File: config.mk
export PLATFORM = sky130hd
export DESIGN_NAME = rr_encoder32_5_flat
export DESIGN_NICKNAME = d
export VERILOG_FILES = /design/src/rtl/rr_encoder32_5_if.sv /design/src/rtl/rr_encoder32_5.sv /design/src/flat_wrapper.sv
export SDC_FILE = /design/constraint.sdc
export NUM_CORES = 1
export LEC_CHECK = 0
export ABC_AREA = 1
export CORE_MARGIN = 10
export CORE_UTILIZATION = 60
export CTS_BUF_LIST = sky130_fd_sc_hd__clkbuf_16
export DETAILED_ROUTE_END_ITERATION = 10
export GPL_ROUTABILITY_DRIVEN = 0
export GPL_TIMING_DRIVEN = 0
export PLACE_DENSITY = 0.94
export SLEW_MARGIN = 20
export SYNTH_ARGS = -nofsm -noshare
export SYNTH_HDL_FRONTEND = slang
export SYNTH_SLANG_ARGS = --single-unit
File: constraint.sdc
create_clock -name i_clock -period 13.1 [get_ports i_clock]
set_clock_uncertainty 0.1 [all_clocks]
set_input_delay 1.965 -clock i_clock [delete_from_list [all_inputs] [get_ports i_clock]]
set_output_delay 1.965 -clock i_clock [all_outputs]
set_load 0.005 [all_outputs]
File: src/rtl/rr_encoder32_5_if.sv
// ---------------------------------------------------------------------------
// rr_encoder32_5_if
// Bundle of the request/handshake/status signals of the round-robin
// 32-to-5 encoder. Names are from the encoder's point of view.
//   i_req     [31:0] request pulses, bit i marks source i pending
//   i_ready          consumer accepts o_idx when o_valid && i_ready
//   o_valid          o_idx holds a pending source
//   o_idx     [4:0]  encoded source index
//   o_drop           one-cycle pulse: a request hit an already-pending bit
//   o_pending [31:0] sticky pending mask (status)
// Modports:
//   slave  - the encoder itself
//   master - the agent driving requests and consuming indices
// ---------------------------------------------------------------------------
interface rr_encoder32_5_if;
  logic [31:0] i_req;
  logic        i_ready;
  logic        o_valid;
  logic [4:0]  o_idx;
  logic        o_drop;
  logic [31:0] o_pending;

  modport slave (
    input  i_req,
    input  i_ready,
    output o_valid,
    output o_idx,
    output o_drop,
    output o_pending
  );

  modport master (
    output i_req,
    output i_ready,
    input  o_valid,
    input  o_idx,
    input  o_drop,
    input  o_pending
  );
endinterface

File: src/rtl/rr_encoder32_5.sv
// ---------------------------------------------------------------------------
// rr_encoder32_5
// Round-robin 32-to-5 request encoder. Request pulses are merged into a
// sticky pending mask; one pending source at a time is offered as a 5-bit
// index over a valid/ready handshake, with priority rotating to the source
// after the last one accepted.
// Ports:
//   i_clock    rising-edge clock
//   i_reset_n  asynchronous active-low reset
//   bus        rr_encoder32_5_if.slave (req, ready, valid, idx, drop, pending)
// ---------------------------------------------------------------------------
module rr_encoder32_5 (
  input  logic              i_clock,
  input  logic              i_reset_n,
  rr_encoder32_5_if.slave   bus
);

  logic [31:0] r_pend;
  logic [4:0]  r_ptr;
  logic        r_valid;
  logic [4:0]  r_idx;
  logic        r_drop;

  logic        w_accept;
  logic [31:0] w_acc_mask;
  logic [31:0] w_cand;
  logic [31:0] w_rot;
  logic [4:0]  w_ptr_next;
  logic [4:0]  w_off;
  logic [4:0]  w_sel;
  logic        w_any;

  assign w_accept   = r_valid & bus.i_ready;
  assign w_acc_mask = w_accept ? (32'd1 << r_idx) : 32'd0;
  // Candidates come from the registered mask only; this cycle's requests
  // are not eligible until they have been captured.
  assign w_cand     = r_pend & ~w_acc_mask;
  assign w_ptr_next = w_accept ? (r_idx + 5'd1) : r_ptr;

  // Rotate the candidates so that bit 0 of w_rot is source w_ptr_next;
  // the 5-bit index sum wraps 31 -> 0 naturally.
  genvar gi;
  generate
    for (gi = 0; gi < 32; gi++) begin : g_rot
      assign w_rot[gi] = w_cand[5'(gi) + w_ptr_next];
    end
  endgenerate

  assign w_any = |w_rot;

  // Lowest set bit of the rotated vector = first candidate at or after
  // the pointer.
  always_comb begin
    w_off = 5'd0;
    for (int k = 31; k >= 0; k--) begin
      if (w_rot[k]) w_off = 5'(k);
    end
  end

  assign w_sel = w_ptr_next + w_off;

  always_ff @(posedge i_clock or negedge i_reset_n) begin
    if (!i_reset_n) begin
      r_pend  <= 32'd0;
      r_ptr   <= 5'd0;
      r_valid <= 1'b0;
      r_idx   <= 5'd0;
      r_drop  <= 1'b0;
    end else begin
      // A request on the bit being accepted re-queues it without a drop.
      r_pend <= w_cand | bus.i_req;
      r_ptr  <= w_ptr_next;
      r_drop <= |(bus.i_req & w_cand);
      // Output register only reloads when empty or being consumed, so an
      // offered index stays put under backpressure.
      if (!r_valid || w_accept) begin
        r_valid <= w_any;
        r_idx   <= w_any ? w_sel : 5'd0;
      end
    end
  end

  assign bus.o_valid   = r_valid;
  assign bus.o_idx     = r_idx;
  assign bus.o_drop    = r_drop;
  assign bus.o_pending = r_pend;

endmodule

File: src/flat_wrapper.sv
// flat-port wrapper written by rule: the top's interface ports become plain ports
module rr_encoder32_5_flat 
  (i_clock, i_reset_n, bus_i_req, bus_i_ready, bus_o_valid, bus_o_idx, bus_o_drop, bus_o_pending);
  rr_encoder32_5_if bus_i ();
  input  logic i_clock;
  input  logic i_reset_n;
  input wire logic [$bits(bus_i.i_req)-1:0] bus_i_req;
  input wire logic [$bits(bus_i.i_ready)-1:0] bus_i_ready;
  output wire logic [$bits(bus_i.o_valid)-1:0] bus_o_valid;
  output wire logic [$bits(bus_i.o_idx)-1:0] bus_o_idx;
  output wire logic [$bits(bus_i.o_drop)-1:0] bus_o_drop;
  output wire logic [$bits(bus_i.o_pending)-1:0] bus_o_pending;
  assign bus_i.i_req = bus_i_req;
  assign bus_i.i_ready = bus_i_ready;
  assign bus_o_valid = bus_i.o_valid;
  assign bus_o_idx = bus_i.o_idx;
  assign bus_o_drop = bus_i.o_drop;
  assign bus_o_pending = bus_i.o_pending;
  rr_encoder32_5 u_core (.i_clock(i_clock), .i_reset_n(i_reset_n), .bus(bus_i));
endmodule
# After elaboration in Yosys (flattened, before gate mapping)
# Index checks and enable logic that the tools add are counted.
# W data, S select, Z words.
[op_classes]
addsub = 33
order_cmp = 32
shifts = 1
mux = 99
bitwise_logic = 5
reduce_logical = 4
[ops]
columns = ["operator", "count"]
rows = [
  ["$lt A5 B6 Y1 const B", 32],
  ["$mux W5", 34],
  ["$bmux W1 S5", 32],
  ["$add A5 B5 Y5 const A", 16],
  ["$and A32 B32 Y32", 2],
  ["$reduce_or A32 Y1", 2],
  ["$add A4 B5 Y5 const A", 8],
  ["$mux W1", 32],
  ["$mux W32", 1],
  ["$not A32 Y32", 1],
  ["$or A32 B32 Y32", 1],
  ["$shl A1 B5 Y32 const A", 1],
  ["$add A3 B5 Y5 const A", 4],
  ["$add A2 B5 Y5 const A", 2],
  ["$add A1 B5 Y5 const A", 1],
  ["$add A5 B1 Y5 const B", 1],
  ["$add A5 B5 Y5", 1],
  ["$and A1 B1 Y1", 1],
  ["$logic_not A1 Y1", 1],
  ["$logic_or A1 B1 Y1", 1],
]
[word_totals]
register_bits = 44
inputBits = 35
out_inout_bits = 39
elab_cells = 179

# Logic depth before layout (Yosys ltp)
# Gate-level depths: netlist of run 1.
[depth]
depth_word = 40
depth_mapped = 53
mapped_depth_nobuf = 51

# Least setup slack after synthesis of run 1
# No wires, ideal clock.
[synth_timing]
kind = "input port to flip-flop"
startpoint = "in bus_i_ready"
endpoint = "reg u_core.r_idx[4], in the netlist u_core.bus.o_idx[4]"
setup_time_ns = 0.084
arrival_ns = 6.637
required_time_ns = 12.916
path_slack_ns = 6.279
cell_stages = 51
path_buffers = 2
cell_sequence = "nand2_2 > nand2_1 > nand2_4 > buf_4 > clkinv_1 > ha_1 > clkbuf_1 > clkinv_1 > nand3_1 > nand3_1 > nand3_1 > nand2_1 > nand2_1 > nand2_1 > nand2_1 > nand2_1 > nand2_1 > nand2_1 > [... 15 more ...] > nand2_1 > nand2_1 > nand2_1 > nand2_1 > nand2_1 > nand2_1 > nand2_1 > nand2_1 > a21oi_1 > ha_1 > fa_1 > nand2_1 > nand2_1 > a21oi_1 > xnor2_1 > xnor2_1 > nand3_1 > o21ai_0"
[synth_between]
word_cells_on_any_way = 136
classes_between = "add/sub: 32; mux: 99; bitwise: 3; reduce/logical: 2"
[synth_lines]
columns = ["element", "line", "source"]
rows = [
  ["start, declared", "flat_wrapper.sv:8", "input wire logic [$bits(bus_i.i_ready)-1:0] bus_i_ready;"],
  ["$and A1 B1 Y1 (*)", "rr_encoder32_5.sv:33", "assign w_accept = r_valid & bus.i_ready;"],
  ["$mux W5 (*)", "rr_encoder32_5.sv:38", "assign w_ptr_next = w_accept ? (r_idx + 5'd1) : r_ptr;"],
  ["named net u_core.w_ptr_next[2]", "rr_encoder32_5.sv:28", "logic [4:0] w_ptr_next;"],
  ["$add A5 B5 Y5", "rr_encoder32_5.sv:45", "assign w_rot[gi] = w_cand[5'(gi) + w_ptr_next];"],
  ["$bmux W1 S5", "rr_encoder32_5.sv:45", ""],
  ["$mux W1 (implied by the code)", "rr_encoder32_5.sv:45", ""],
  ["$mux W5 (32 in a row)", "rr_encoder32_5.sv:56", "if (w_rot[k]) w_off = 5'(k);"],
  ["$add A5 B5 Y5", "rr_encoder32_5.sv:60", "assign w_sel = w_ptr_next + w_off;"],
  ["$mux W5 (*)", "rr_encoder32_5.sv:78", "r_idx <= w_any ? w_sel : 5'd0;"],
  ["end signal, assigned", "rr_encoder32_5.sv:78", ""],
  ["end, declared", "rr_encoder32_5.sv:21", "logic [4:0] r_idx;"],
]
# The timed path passes the listed nets; every way through them passes the cells marked *. The select of a mux whose other input is x is not followed.
# A chain may end at the register's enable or synchronous reset.

# Worst setup path after layout of run 1
# Same ends and word-level chain as after synthesis.

==> results of run 1 <==
stage by stage:
stage                     hold WS, ns  utilization, %  instance area (um2)
after floorplan                 0.424               -                 5330
after global placement          0.435            71.4                 6200
after detailed placement        0.440            71.6                 6210
after CTS                       0.466            73.6                 6390
after global routing            0.498            73.6                 6390
final                           0.469            73.6                 6390
kinds of logic after synthesis:
logic type	share of synthesized area, %
fa+ha+maj	6.01
xor+xnor	5.56
compound gates	12.0
flops	20.6
simple gates	45.8
buf+inv	9.97
routing by layer:
metal	vias up	share of wire (%)	GRT usage [%]
met2	443	45	44.0
met1	2855	39	34.1
met5	-	0	0
met4	0	4.6	11.4
met3	98	12	7.29
li1	3050	-	-
critical path: cells and delay by family:
kind	cells	cell delay, ns
compound gates	3	0.37
simple gates	39	2.63
buf+inv	6	1.92
xor+xnor	2	0.38
fa+ha+maj	3	1.14
state kept, by name, indices dropped and copies added, names as in the netlist:
name / flops
u_core.bus.o_drop: 1
u_core.bus.o_idx: 5
u_core.bus.o_pending: 32
u_core.bus.o_valid: 1
u_core.r_ptr: 5
synthesized netlist by cell type, types with 3 or more instances:
cell type  number  area [um2]
nand2_1       263         987
nand3_1       206        1030
inv_1         101         379
nor2_1         46         173
dfrtp_1        44        1100
ha_1           24         300
o21ai_0        24         120
a21oi_1        13        65.1
a21boi_0       12        90.1
o22ai_1        12        75.1
or2_2          12        75.1
xnor2_1        12         105
buf_2          11        55.1
o21a_1         11        82.6
a31oi_1        10        62.6
o21bai_1        9        67.6
xor2_1          7        61.3
xor2_2          6        97.6
buf_4           5        37.5
inv_2           5        18.8
o21ai_1         5        25.0
nand2_2         4        25.0
nand4_1         4        25.0
nor4_1          4        25.0
clkbuf_1        3        11.3
nor3_1          3        15.0
path summary, 6_finish.rpt:
check | endpoint | slack (ns) | cells past startpoint
hold / removal | u_core.bus.o_pending[20] | 0.47 | 2
setup / recovery | u_core.bus.o_idx[4] | 4.76 | 53
max in group asynchronous | u_core.r_ptr[3] | 10.88 | 2
setup reg to reg | u_core.bus.o_idx[4] | 6.14 | 52
min in group asynchronous | u_core.bus.o_drop | 1.52 | 1
hold reg to reg | u_core.bus.o_pending[20] | 0.47 | 2
final cells by class:
type / instances / area, um2
Inverter: 108 / 405
Clock buffer: 5 / 125
Fill cell: 686 / 2290
Timing Repair Buffer: 74 / 746
Clock inverter: 3 / 47.5
Buffer: 21 / 126
Sequential cell: 44 / 1100
Tap cell: 108 / 135
Multi-Input combinational cell: 707 / 3700
==> out/summary.md, run 1 <==
In the routed design, unresolved DRC markers number 0. Final-report max-slew violation count: 0. The worst register-to-register path begins at u_core.bus.o_idx[2]. Setup violations remaining at the end of the flow were counted as 0.

The mean post-synth cell area came out at 6.06 um2. Setup slack closes at 4.76 ns. For this run, the total global-route usage over all layers was measured as 27.4%.

When the netlist entered floorplanning its net count stood at 940. Pin slew with the least headroom to its limit: 0.586 ns. For the total core area, the log shows 8680 um2.

The number of cells produced by synthesis was 880; the die boundary height was 114 um. Clock-pin slew was measured on the worst setup and hold paths at 0.07 ns. The logs give 0 for the final hold violation count and 61.4% for the starting density of the core.

For the DRC marker count from the first detailed-route iteration, the log shows 816. The tools report the cell chosen for the clock root as clkbuf_16. The sum of net half-perimeters after detailed placement is 14600 um.

For this run, the slowest stage of the critical path takes 0.55 ns. For the final routed database, the setup TNS stands at 0 ns. The logs give 20.6% for the fraction of the yosys area taken by sequential cells and 5 for the CTS buffer count. The initial antenna violation count was 0; the register bit count reported by yosys was 44. The endpoint type of the worst setup path was a flop. Entering global routing, the biggest net connects 27 pins. Type of the worst setup path: input port to flop. The startpoint identified for the worst hold timing path is u_core.bus.o_pending[20].

The buffer depth of the longest clock path is 2, and the arrival time of data at the critical path endpoint is 8.44 ns. The logs give 120 MHz for the maximum frequency from static timing analysis and 0 for the hold buffer count at cts. Before antenna repair, the detailed router went through 8 iterations. The logs give 60.7% for the tightest slew margin relative to the limit and 0.29 ns for the clock latency at the later pin of the worst-skew pair. The first global-routing pass estimated 29400 um of wire. The leading register cell type out of synthesis was dfrtp_1. OpenSTA, run right after detailed placement, puts the worst setup slack at 4.68 ns. Pin placement for this block handled 74 I/O pins.

The final cycle utilization of the critical path works out to 63.7%. Using the TritonRoute via totals, the vias-per-cell ratio works out to 6.02. For this run the aggregate overflow at the end of global routing stands at 0. The logs give 0 for the synthesis warning total and 43 for the number of distinct standard cells referenced by the synthesized netlist.

In the final routed layout, each cell accounts on average for 16.9 um. The flow ran to the end, and the final reports show no timing, DRC or antenna violations. The library cell contributing the largest single delay on the critical path was clkdlybuf4s50_1. For the number of global-route vias before repair, the log shows 6110. Leaving out fill and tap cells, the most frequent cell in the layout is nand2_1. In the layout the commonest cells are nand2_1, nand3_1, inv_1. Max-cap violations in this run came to 0.

The logs give 1070 for the final cell count without fillers and 18100 um for the routed wire length. Cells with a size suffix above 1 make up 6.65% of the layout. The number of synthesized flops with an enable pin was 0.

The repair_antennas step left the layout with diodes totalling 0. The deepest level of the CTS H-tree is 2, and the post-synth design cell area is 5330 um2. For the finished layout, the period the worst path requires is 8.34 ns.

Largest fanout of any net on the critical path: 15. Most numerous cell on the critical path: nand2_1. The port buffer count is 73, and the number of placed instances with taps included is 1062. The tools report the data required time at the worst endpoint as 13.20 ns. TritonCTS built the clock tree. Setup repair after global routing left no endpoint under its margin. In this run the worst hold path is classified as flop to flop. The initialized floorplan defines 34 standard-cell rows. The type of origin of the critical path was an input port. For the number of buffers inserted by post-CTS setup repair, the log shows 0.

The critical path startpoint was bus_i_ready. In this run the remaining antenna-violating nets after routing total 0. The die outline width came out at 114 um. The number of gates resized after CTS was 0.

The net count of the finished layout is 1021. From synthesis to final layout, the design area changed by 19.8%. The number of sinks handled by clock tree synthesis is 44, and the die outline area is 13100 um2. The number of vias in the routed layout is 6446, and the share of synthesized flip-flops with an asynchronous set or reset is 100%.
Power of run 1 is not shown: default switching activity piles up to over one toggle a cycle in this logic, so the estimate is an artifact.
==> inputs of run 2 (changes only) <==
--- a/config.mk
+++ b/config.mk
@@ -7,12 +7,12 @@
 export LEC_CHECK = 0
 export ABC_AREA = 1
 export CORE_MARGIN = 10
-export CORE_UTILIZATION = 60
+export CORE_UTILIZATION = 57
 export CTS_BUF_LIST = sky130_fd_sc_hd__clkbuf_16
 export DETAILED_ROUTE_END_ITERATION = 10
 export GPL_ROUTABILITY_DRIVEN = 0
 export GPL_TIMING_DRIVEN = 0
-export PLACE_DENSITY = 0.94
+export PLACE_DENSITY = 0.91
 export SLEW_MARGIN = 20
 export SYNTH_ARGS = -nofsm -noshare
 export SYNTH_HDL_FRONTEND = slang
==> constraint.sdc (replaced) <==
create_clock -name i_clock -period 8.6 [get_ports i_clock]
set_clock_uncertainty 0.1 [all_clocks]
set_input_delay 1.29 -clock i_clock [delete_from_list [all_inputs] [get_ports i_clock]]
set_output_delay 1.29 -clock i_clock [all_outputs]
set_load 0.005 [all_outputs]
==> out/summary.md, run 2 (synthesized netlist as in run 1, its figures left out) <==
The worst hold path depth was 2 (unchanged). The multi-input gate area in the final layout was 3700 um2 (unchanged); the final worst hold slack was 0.477 ns (+0.00767 ns). The worst hold path terminates at u_core.bus.o_pending[10]. For the pin count of the biggest net entering global routing, the log shows 31 (+15%).

The tools report the count of nets after finishing as 1021 (unchanged). For the finished layout, the period the worst path requires is 7.60 ns. The combined flip-flop and latch cell area came out at 1100 um2 (unchanged). The post-route antenna net violation count was 0 (unchanged); the CTS buffer count was 5 (unchanged). The cell area after placement is 6220 um2 (about the same).

The tools report the number of global-route vias before repair as 6235 (+2.0%). Port buffer count: 73 (unchanged). The destination of the worst register-to-register timing path was u_core.bus.o_idx[4]. The type of the worst setup path was input port to flop. The arrival time of data at the critical path endpoint was 7.71 ns (-0.73 ns); the final cycle utilization of the critical path was 88.4%. The depth of the most critical reg-to-reg path is 52 (unchanged).

The logs give 0 (unchanged) for the total DRC errors in the routed layout and 8.70 ns (-4.50 ns) for the data required time at the worst endpoint. The final-report max-slew violation count was 0 (unchanged); the total of cells resized after clock tree synthesis was 0 (unchanged). The share of post-route cells with drive strength above 1 is 6.65% (unchanged). The routed length per instance was 16.7 um (-1.5%). The utilization after layout was 69.5% (-4.1 points); the largest incremental delay on the critical path was 0.56 ns (about the same). The total congestion overflow after global routing is 0 (unchanged). The tools report the die outline area as 13600 um2 (+4.3%).

The run gives 44 (unchanged) as the number of sinks handled by clock tree synthesis. In this run the critical register-to-register path is launched from u_core.bus.o_idx[2]. Setup repair after global routing left no endpoint under its margin. Most numerous cell on the critical path: nand2_1. Tightest slew margin relative to the limit: 59.8% (-0.91 points).

The number of flip-flops in the largest register is 32 (unchanged). The library cells used most frequently in the layout, excluding fill and tap cells, are nand2_1, nand3_1, inv_1. The run gives 9200 um2 (+6.0%) as the total core area.

The library cell used most frequently in the layout, excluding fill and tap cells, is nand2_1. The post-CTS clock slew at the launch and capture registers of the worst setup and hold paths was 0.07 ns (about the same); the clock latency at the later pin of the worst-skew pair was 0.29 ns (about the same). Type of origin of the critical path: an input port. The run gives 0 (unchanged) as the count of antenna diodes in the layout. The tools report the cell chosen for the clock root as clkbuf_16.

The routed wire length was 17900 um (-1.3%). For the max-cap violation count, the log shows 0 (unchanged). The tools report the endpoint type of the worst setup path as a flop. First-pass GRT wire length: 30000 um (+2.2%). The run gives 0 (unchanged) as the hold buffer count at cts. For the deepest level of the CTS H-tree, the log shows 2 (unchanged). The initial antenna violation count is 0 (unchanged).

The starting density of the core was 58.0% (-3.5 points). The final design area excluding fillers was 6390 um2 (about the same). The maximum frequency from static timing analysis is 132 MHz. The number of vias in the routed layout came out at 6340 (-1.6%). The site row count came out at 35 (+2.9%). The run gives 14500 um (-0.64%) as the sum of net half-perimeters after detailed placement. For the count of filler cells inserted in the layout, the log shows 776 (+13%). The worst hold path begins at u_core.bus.o_pending[10]. The final count of negative-setup-slack endpoints was 0 (unchanged). The total iterations of the first detailed-routing run was 9 (+1). The flow ran to the end, and the final reports show no timing, DRC or antenna violations.

The worst setup slack for register-to-register paths was 1.72 ns (-4.42 ns); the global-route usage over all layers was 27.4% (-0.050 points). The min-delay analysis places its worst path in the category flop to flop. The buffer depth of the longest clock path came out at 2 (unchanged). The run gives 0 (unchanged) as the number of buffers inserted by post-CTS setup repair. The final hold violation count was 0 (unchanged).

The die boundary height was 117 um (+2.1%); the via-per-instance ratio was 5.91 (-1.9%). The area growth from synthesis to final layout was 19.8% (about the same); the boundary pin count was 74 (unchanged). The pin slew with the least headroom to its limit works out to 0.599 ns (+0.0135 ns). The slowest stage of the critical path is the clkdlybuf4s50_1 cell. The post-route setup TNS came out at 0 ns (unchanged). TritonCTS built the clock tree. The DRC marker count from the first detailed-route iteration was 898 (+10%); the largest fanout of any net on the critical path was 15 (unchanged). The die outline width works out to 117 um (+2.1%).
==> run 2: cell types whose count changed in the layout (fill, tap and decap cells not counted) <==
cell,before,now
inv_6,0,1
clkinvlp_4,0,1
clkinv_4,2,0
==> run 2: worst max-delay path: cells and delay by family <==
| family | cells | cell delay (ns) |
|---|---|---|
| compound gates | 3 | 0.34 |
| xor+xnor | 2 | 0.34 |
| fa+ha+maj | 3 | 1.16 |
| buf+inv | 6 | 1.95 |
| simple gates | 39 | 2.63 |
==> run 2: area by class of cell <==
cell class | instances | share of cell area (%)
plain buffers | 21 | 1.98
clock buffers | 5 | 1.96
clock inverters | 3 | 0.725
inverters | 108 | 6.35
multi-input cells | 707 | 57.9
flip-flops and latches | 44 | 17.2
well taps | 111 | 2.17
repair buffers | 74 | 11.7
==> run 2: how the worst max path moves through the flow <==
stage	from	endpoint	slack [ns]	cells past startpoint
finish	bus_i_ready	u_core.bus.o_idx[4]	1.0	53
detailed placement	bus_i_ready	u_core.bus.o_idx[4]	0.90	53
global placement	bus_i_ready	u_core.bus.o_idx[4]	0.93	53
global route	bus_i_ready	u_core.bus.o_idx[4]	0.32	53
CTS	bus_i_ready	u_core.bus.o_idx[4]	1.13	53
floorplan	bus_i_ready	u_core.bus.o_idx[4]	2.45	51
==> run 2: stage by stage <==
stage	worst slack [ns]	std cells
4_1_cts	1.13	1073
3_3_place_gp	0.933	1064
3_5_place_dp	0.901	1065
5_1_grt	0.324	1073
6_report	0.997	1073
2_1_floorplan	2.45	880
==> run 2: routing by layer <==
metal / up-vias / track usage [%] / wire (um)
li1: 3048 / - / -
met1: 2761 / 33.0 / 6930
met2: 428 / 44.4 / 7880
met3: 103 / 7.60 / 2140
met4: 0 / 12.4 / 941
met5: - / 0 / 0
Power of run 2 is left out for the same reason.
==> inputs of run 3 (changes only) <==
--- a/config.mk
+++ b/config.mk
@@ -7,12 +7,12 @@
 export LEC_CHECK = 0
 export ABC_AREA = 1
 export CORE_MARGIN = 10
-export CORE_UTILIZATION = 57
+export CORE_UTILIZATION = 51
 export CTS_BUF_LIST = sky130_fd_sc_hd__clkbuf_16
 export DETAILED_ROUTE_END_ITERATION = 10
 export GPL_ROUTABILITY_DRIVEN = 0
 export GPL_TIMING_DRIVEN = 0
-export PLACE_DENSITY = 0.91
+export PLACE_DENSITY = 0.86
 export SLEW_MARGIN = 20
 export SYNTH_ARGS = -nofsm -noshare
 export SYNTH_HDL_FRONTEND = slang
==> constraint.sdc (replaced) <==
create_clock -name i_clock -period 6.1 [get_ports i_clock]
set_clock_uncertainty 0.1 [all_clocks]
set_input_delay 0.915 -clock i_clock [delete_from_list [all_inputs] [get_ports i_clock]]
set_output_delay 0.915 -clock i_clock [all_outputs]
set_load 0.005 [all_outputs]
==> out/summary.md, run 3 (synthesized netlist as in run 1, its figures left out) <==
The run gives 44 (unchanged) as the number of sinks handled by clock tree synthesis. For the finished layout, the period the worst path requires is 5.67 ns. The number of global-route vias before repair is 5846 (-6.2%), and the buffers plus inverters on the worst setup path is 7 (+1). The run gives 14900 um2 (+9.7%) as the die outline area. The tools report the endpoint type of the worst setup path as a flop. The termination of the worst setup path was u_core.bus.o_idx[4].

Among all stages on the critical path, the largest delay is contributed by fa_1. The hold buffer count at cts was 0 (unchanged). The post-CTS clock slew at the launch and capture registers of the worst setup and hold paths works out to 0.07 ns (about the same).

The run gives 37 (+5.7%) as the site row count. The largest fanout of any net on the critical path works out to 12 (-3). The data required time at the worst endpoint is 6.20 ns (-2.50 ns), and the port buffer count is 73 (unchanged). Buffer depth of the longest clock path: 2 (unchanged). The depth of the most critical reg-to-reg path is 50 (-3.8%), and the worst setup slack for register-to-register paths is 0.51 ns (-1.21 ns).

The die outline width was 122 um (+4.7%). The logs give 1118 (+4.2%) for the final cell count without fillers and 0 (unchanged) for the initial antenna violation count. The number of placed instances with taps included is 1090 (+2.3%). By startpoint and endpoint, the worst setup path is classified as input port to flop. The count of filler cells inserted in the layout is 874 (+13%).

The total iterations of the first detailed-routing run is 9 (unchanged), and the area growth from synthesis to final layout is 27.8%. Final cycle utilization of the critical path: 92.9%. The routed wire length was 19200 um (+7.0%); the die boundary height was 122 um (+4.7%). The run finished with clean final reports.

Category of cells accounting for the largest share of critical-path delay: simple AND/OR/NAND/NOR gates. The routed length per instance is 17.1 um (+2.7%), and the share of post-route cells with drive strength above 1 is 11.6% (+5.0 points). The tools report the destination of the worst register-to-register timing path as u_core.bus.o_idx[4]. Total core area: 10300 um2 (+12%). The final-report max-slew violation count was 0 (unchanged). Most numerous cell on the critical path: nand2_1. The maximum frequency from static timing analysis is 176 MHz, and the starting density of the core is 51.9% (-6.1 points). Critical path startpoint: bus_i_ready.

The count of antenna diodes in the layout is 0 (unchanged), and the tightest slew margin relative to the limit is 62.3% (+2.5 points). For the total congestion overflow after global routing, the log shows 0 (unchanged). The path class of the tightest hold or removal check is input port to asynchronous set/reset pin.

The sum of net half-perimeters after detailed placement was 14600 um (+0.16%). STA classifies the critical path startpoint as an input port. The setup slack at placement came out at -1.21 ns (-2.11 ns).

Leaving out fill and tap cells, the most frequent cell in the layout is nand2_1. For the max-cap violation count, the log shows 0 (unchanged). The pin slew with the least headroom to its limit was 0.560 ns (-0.0392 ns); the global-route usage over all layers was 23.7% (-3.7 points). The CTS buffer count came out at 5 (unchanged). The run gives 2 (unchanged) as the deepest level of the CTS H-tree. TritonCTS built the clock tree. The cell chosen for the clock root is clkbuf_16. The top cell types in the final layout, fill and taps aside, are nand2_1, nand3_1, inv_1.

The final count of negative-setup-slack endpoints is 0 (unchanged), and the arrival time of data at the critical path endpoint is 5.77 ns (-1.94 ns). The run gives 0.432 ns (-0.565 ns) as the smallest setup slack after layout. The DRC marker count from the first detailed-route iteration is 948 (+5.6%), and the largest incremental delay on the critical path is 0.42 ns (-0.14 ns).

The post-route antenna net violation count is 0 (unchanged), and the first-pass GRT wire length is 28700 um (-4.5%). The final hold violation count was 0 (unchanged); the number of vias in the routed layout was 6619 (+4.4%). The tools report the count of nets after finishing as 1041 (+2.0%). The total DRC errors in the routed layout is 0 (unchanged).

The boundary pin count was 74 (unchanged). In this run the critical register-to-register path is launched from u_core.bus.o_idx[0]. The clock latency at the later pin of the worst-skew pair is 0.29 ns (about the same), and the number of flip-flops in the largest register is 32 (unchanged).

The path length in cells of the critical path was 44 (-17%). The pin count of the biggest net entering global routing is 29 (-6.5%), and the via-per-instance ratio is 5.92 (+0.20%).
==> run 3: changes by cell type in the layout (fill, tap and decap cells not counted), moves of 4 or more <==
cell and delta:
buf_4 +20, ha_1 -6, ha_4 +4, inv_1 -6, inv_4 +4
==> run 3: area by class of cell <==
| class | count | area (um2) | area share [%] |
|---|---|---|---|
| Timing Repair Buffer | 97 | 931 | 13.7 |
| Multi-Input combinational cell | 707 | 3850 | 56.6 |
| Sequential cell | 44 | 1100 | 16.2 |
| Clock buffer | 5 | 125 | 1.84 |
| Tap cell | 136 | 170 | 2.50 |
| Inverter | 108 | 430 | 6.32 |
| Buffer | 18 | 171 | 2.52 |
| Clock inverter | 3 | 25.0 | 0.367 |
==> run 3: how the worst min path moves through the flow <==
| stage | startpoint | to | slack (ns) | cells after the start |
|---|---|---|---|---|
| finish | i_reset_n | u_core.bus.o_drop | 0.44 | 1 |
| global route | i_reset_n | u_core.bus.o_pending[19] | 0.47 | 1 |
| CTS | i_reset_n | u_core.bus.o_pending[19] | 0.45 | 1 |
| detailed placement | u_core.bus.o_pending[6] | u_core.bus.o_pending[6] | 0.45 | 2 |
| global placement | u_core.bus.o_pending[10] | u_core.bus.o_pending[10] | 0.44 | 2 |
| floorplan | u_core.bus.o_pending[27] | u_core.bus.o_pending[27] | 0.42 | 2 |
==> run 3: stage by stage <==
stage	hold WS, ns	instance area, um2	util, %	TNS [ns]
final	0.440	6810	66.3	0
after global routing	0.469	6810	66.3	-0.0923
after CTS	0.452	6440	62.6	0
after detailed placement	0.446	6250	60.8	-3.54
after global placement	0.443	6230	60.7	-3.36
after floorplan	0.424	5330	-	0
==> run 3: routing by layer <==
layer / track usage [%] / up-vias / share of wire (%)
met4: 10.0 / 0 / 5.7
met5: 0 / - / 0
li1: - / 3101 / -
met3: 4.68 / 111 / 12
met1: 30.6 / 2934 / 38
met2: 38.0 / 473 / 45
==> run 3: what timing repair did <==
item	4_1_cts	5_1_grt
buffers inserted	0	22
resized for setup	15	48
gates cloned	0	1
pin swaps	1	9
setup endpoints to repair	5	3
Power of run 3 is left out for the same reason.
